**src/rtl/inv_round_sequencer.sv**
```systemverilog
// AES inverse-cipher round sequencer: walks the round-key index from NUM_ROUNDS down to 0,
// presenting one round command per index over a valid/ack handshake.
module inv_round_sequencer #(
   parameter int unsigned NUM_ROUNDS = 10,
   parameter int unsigned CNT_WIDTH  = 5
) (
   input  logic                 clk,
   input  logic                 rst,
   input  logic                 start,
   input  logic                 abort,
   input  logic                 round_ack,
   output logic                 round_valid,
   output logic [CNT_WIDTH-1:0] round_idx,
   output logic                 sub_en,
   output logic                 mix_en,
   output logic                 first_round,
   output logic                 busy,
   output logic                 done
);

   localparam logic [1:0] ST_IDLE  = 2'd0;
   localparam logic [1:0] ST_ISSUE = 2'd1;
   localparam logic [1:0] ST_DONE  = 2'd2;

   localparam logic [CNT_WIDTH-1:0] LP_NR   = CNT_WIDTH'(NUM_ROUNDS);
   localparam logic [CNT_WIDTH-1:0] LP_ZERO = '0;

   logic [1:0]           r_state;
   logic [1:0]           w_state_d;
   logic [CNT_WIDTH-1:0] r_idx;
   logic [CNT_WIDTH-1:0] w_idx_d;
   logic                 w_idx_zero;

   assign w_idx_zero = (r_idx == LP_ZERO);

   // abort overrides every transition, including an ack in the same cycle
   always_comb begin
      w_state_d = r_state;
      w_idx_d   = r_idx;
      if (abort) begin
         w_state_d = ST_IDLE;
         w_idx_d   = LP_ZERO;
      end else begin
         case (r_state)
            ST_IDLE: begin
               if (start) begin
                  w_state_d = ST_ISSUE;
                  w_idx_d   = LP_NR;
               end
            end
            ST_ISSUE: begin
               if (round_ack) begin
                  if (w_idx_zero) begin
                     w_state_d = ST_DONE;
                  end else begin
                     w_idx_d = r_idx - CNT_WIDTH'(1);
                  end
               end
            end
            ST_DONE: begin
               w_state_d = ST_IDLE;
               w_idx_d   = LP_ZERO;
            end
            default: begin
               w_state_d = ST_IDLE;
               w_idx_d   = LP_ZERO;
            end
         endcase
      end
   end

   always_ff @(posedge clk or posedge rst) begin
      if (rst) begin
         r_state <= ST_IDLE;
         r_idx   <= LP_ZERO;
      end else begin
         r_state <= w_state_d;
         r_idx   <= w_idx_d;
      end
   end

   assign round_valid = (r_state == ST_ISSUE);
   assign round_idx   = r_idx;
   assign busy        = (r_state != ST_IDLE);
   assign done        = (r_state == ST_DONE);
   assign sub_en      = round_valid && (r_idx < LP_NR);
   assign mix_en      = round_valid && (r_idx < LP_NR) && !w_idx_zero;
   assign first_round = round_valid && (r_idx == LP_NR);

endmodule

```
**config.mk**
```make
export PLATFORM = sky130hd
export DESIGN_NAME = inv_round_sequencer
export DESIGN_NICKNAME = d
export VERILOG_FILES = /design/src/rtl/inv_round_sequencer.sv
export SDC_FILE = /design/constraint.sdc
export NUM_CORES = 1
export LEC_CHECK = 0
export CAP_MARGIN = 15
export CORE_AREA = 5 5 42 44
export CTS_CLUSTER_DIAMETER = 30
export DETAILED_ROUTE_END_ITERATION = 8
export DIE_AREA = 0 0 47 49
export GPL_TIMING_DRIVEN = 1
export PLACE_DENSITY = 0.74
export SLEW_MARGIN = 30
export SYNTH_ARGS = -nofsm -noshare
export SYNTH_HDL_FRONTEND = slang
export SYNTH_SLANG_ARGS = --single-unit
```
**constraint.sdc**
```tcl
create_clock -name clk -period 1.6 [get_ports clk]
set_input_delay 0.16 -clock clk [delete_from_list [all_inputs] [get_ports clk]]
set_output_delay 0.16 -clock clk [all_outputs]
set_load 0.005 [all_outputs]
```
==> impl_metrics.env <==
export IMPL_arrival_ns=1.41
export IMPL_antenna_found_initial=0
export IMPL_postLayoutCoreUtil=0.560
export IMPL_ys_ff_latch=7
export IMPL_grt_pass1_vias=468
export IMPL_skew_ns=0.00347
export IMPL_place_congestion=0.863
export IMPL_num_nets_final=88
export IMPL_grt_usage=0.125
export IMPL_cts_sinks=7
export IMPL_h_tree_depth=1
export IMPL_maxCapViolCount=0
export IMPL_slowest_stage="dfrtp_1"
export IMPL_regArea_um2=176
export IMPL_remaining_drc_errors=0
export IMPL_placed_cells=90
export IMPL_start_util=0.349
export IMPL_fin_cells=96
export IMPL_wl_per_cell_um=13.5
export IMPL_leakage_nw=0.373
export IMPL_status="finished clean"
export IMPL_holdWs_ns=0.140
export IMPL_die_height_um=49
export IMPL_synthesis_area_um2=489
export IMPL_setup_viol=0
export IMPL_placementRows=14
export IMPL_cts_hold_buf=0
export IMPL_drt_iter0_drc=5
export IMPL_yosysSeqAreaShare=0.358
export IMPL_post_route_min_period_ns=1.57
export IMPL_rsz0062_at_grt="true"
export IMPL_drtPass1Iterations=4
export IMPL_path_buf_inv=2
export IMPL_cp_start_kind="flop"
export IMPL_multiInputGateArea_um2=345
export IMPL_cp_top_family="flip-flops"
export IMPL_powerDensity_nw_per_um2=946
export IMPL_grt_max_degree=11
export IMPL_final_cell_mix="9 x clkdlybuf4s50_1, 9 x buf_4, 6 x nand2_1, 6 x dfrtp_1"
export IMPL_vias=483
export IMPL_die_w_um=47
export IMPL_clock_latency_ns=0.25
export IMPL_clk_pin_slew_ns=0.05
export IMPL_p_total_mw=0.742
export IMPL_slew_violations=0
export IMPL_area_growth_pct=60.4
export IMPL_grt_pass1_wl_um=2060
export IMPL_cts_tree="yes"
export IMPL_max_slew_margin_rel=0.751
export IMPL_drtAntennaViolNets=0
export IMPL_worstSetupPathType="flop to primary output"
export IMPL_cts_root_buf="clkbuf_4"
export IMPL_crit_chain="inv_2, ha_4, nand2b_1, o21ai_1, nor2_1, dlygate4sd2_1"
export IMPL_cts_buffer_depth=2
export IMPL_fmax_ghz=0.637
export IMPL_n_fill_cell=133
export IMPL_endpoint_kind="primary output"
export IMPL_setup_tns_ns=0
export IMPL_yosys_warnings=0
export IMPL_mappedNetlistNets=61
export IMPL_post_route_period_util=0.980
export IMPL_n_antenna_cell=0
export IMPL_hold_viol=0
export IMPL_hpwl_um=953
export IMPL_viasPerCell=5.03
export IMPL_die_area_um2=2300
export IMPL_port_buffers=15
export IMPL_ir_drop_mv=0.489
export IMPL_cp_max_fo=5
export IMPL_worst_pin_slew_ns=0.366
export IMPL_holdCritPathClass="input pin to async pin"
export IMPL_core_um2=1400
export IMPL_avgSynthCellArea_um2=9.06
export IMPL_overflow=0
export IMPL_cts_buffers=3
export IMPL_netlist_instances=54
export IMPL_ios=16
export IMPL_cp_data_required_time_ns=1.44
export IMPL_final_layout_size_suffix_gt1_frac=0.363
export IMPL_yosysUniqueCellTypes=27
export IMPL_max_stage_delay_ns=0.42
export IMPL_routed_wl_um=1300
==> final cells by class <==
class                           count  area share
Tap cell                           16      0.0255
Sequential cell                     7       0.225
Timing Repair Buffer               23       0.257
Clock buffer                        4      0.0335
Multi-Input combinational cell     42       0.440
Inverter                            4      0.0191
==> worst paths after layout <==
path / start / slack (ns) / end / cells past startpoint
worst max register to register: round_idx[1]$_DFFE_PP0P_ / 0.03 / round_idx[3]$_DFFE_PP0P_ / 5
max in group asynchronous: rst / 1.22 / round_idx[2]$_DFFE_PP0P_ / 2
worst min-delay path: rst / 0.14 / r_state[1]$_DFFE_PP0P_ / 2
min in group clk: round_idx[4]$_DFFE_PP0P_ / 0.60 / round_idx[4]$_DFFE_PP0P_ / 1
worst min register to register: round_idx[4]$_DFFE_PP0P_ / 0.60 / round_idx[4]$_DFFE_PP0P_ / 1
worst max-delay path: round_idx[1]$_DFFE_PP0P_ / 0.03 / mix_en / 6
==> logic make-up after synthesis <==
group,share of synthesized area
simple gates,0.315
buf+inv,0.0460
fa+ha+maj,0.0511
flops,0.358
mux,0.0409
compound gates,0.189
==> report_power, final <==
group	internal, mW	switching (mW)	total, mW
logic	0.197	0.146	0.343
registers	0.201	0.0376	0.239
clock network	0.0951	0.0650	0.160
total	0.493	0.249	0.742
==> Yosys cell counts <==
library cell / count / area share
dfrtp_1: 7 / 0.36
nand2_1: 6 / 0.046
inv_1: 4 / 0.031
nand2b_1: 3 / 0.038
nor2_1: 3 / 0.023
nor2b_1: 3 / 0.038
o21ai_0: 3 / 0.031
ha_1: 2 / 0.051
mux2i_1: 2 / 0.041
nor3_1: 2 / 0.020
o31ai_1: 2 / 0.031
or2_2: 2 / 0.026
a21boi_0: 1 / 0.015
a22o_1: 1 / 0.018
a22o_2: 1 / 0.020
and2_1: 1 / 0.013
and3_1: 1 / 0.013
buf_4: 1 / 0.015
nand3_1: 1 / 0.010
nor3b_1: 1 / 0.015
nor4b_1: 1 / 0.018
o2111ai_1: 1 / 0.018
o221a_2: 1 / 0.023
o41ai_2: 1 / 0.033
or3b_2: 1 / 0.018
or4_1: 1 / 0.015
or4b_1: 1 / 0.020
==> stage by stage <==
step	setup slack, ns	area, um2
3_3_place_gp	0.0238	697
4_1_cts	0.0140	758
6_report	0.0313	785
5_1_grt	-0.0756	785
2_1_floorplan	0.111	489
3_5_place_dp	-0.0251	697
==> per-layer routing <==
layer	track usage	wire [um]	vias up
met1	0.163	561	224
met3	0.0738	92	2
met5	0	0	-
met4	0.0276	5	0
li1	-	-	247
met2	0.176	637	10
==> state kept, by name (all words and copies together) (netlist names) <==
signal     count
round_idx      5
r_state        2
==> repair_timing <==
item                                    CTS  global route
buffers inserted                          2             0
endpoints found under the setup margin    5             4
resized for setup                        14             9
No activity file was read; power rests on OpenSTA's default activity.
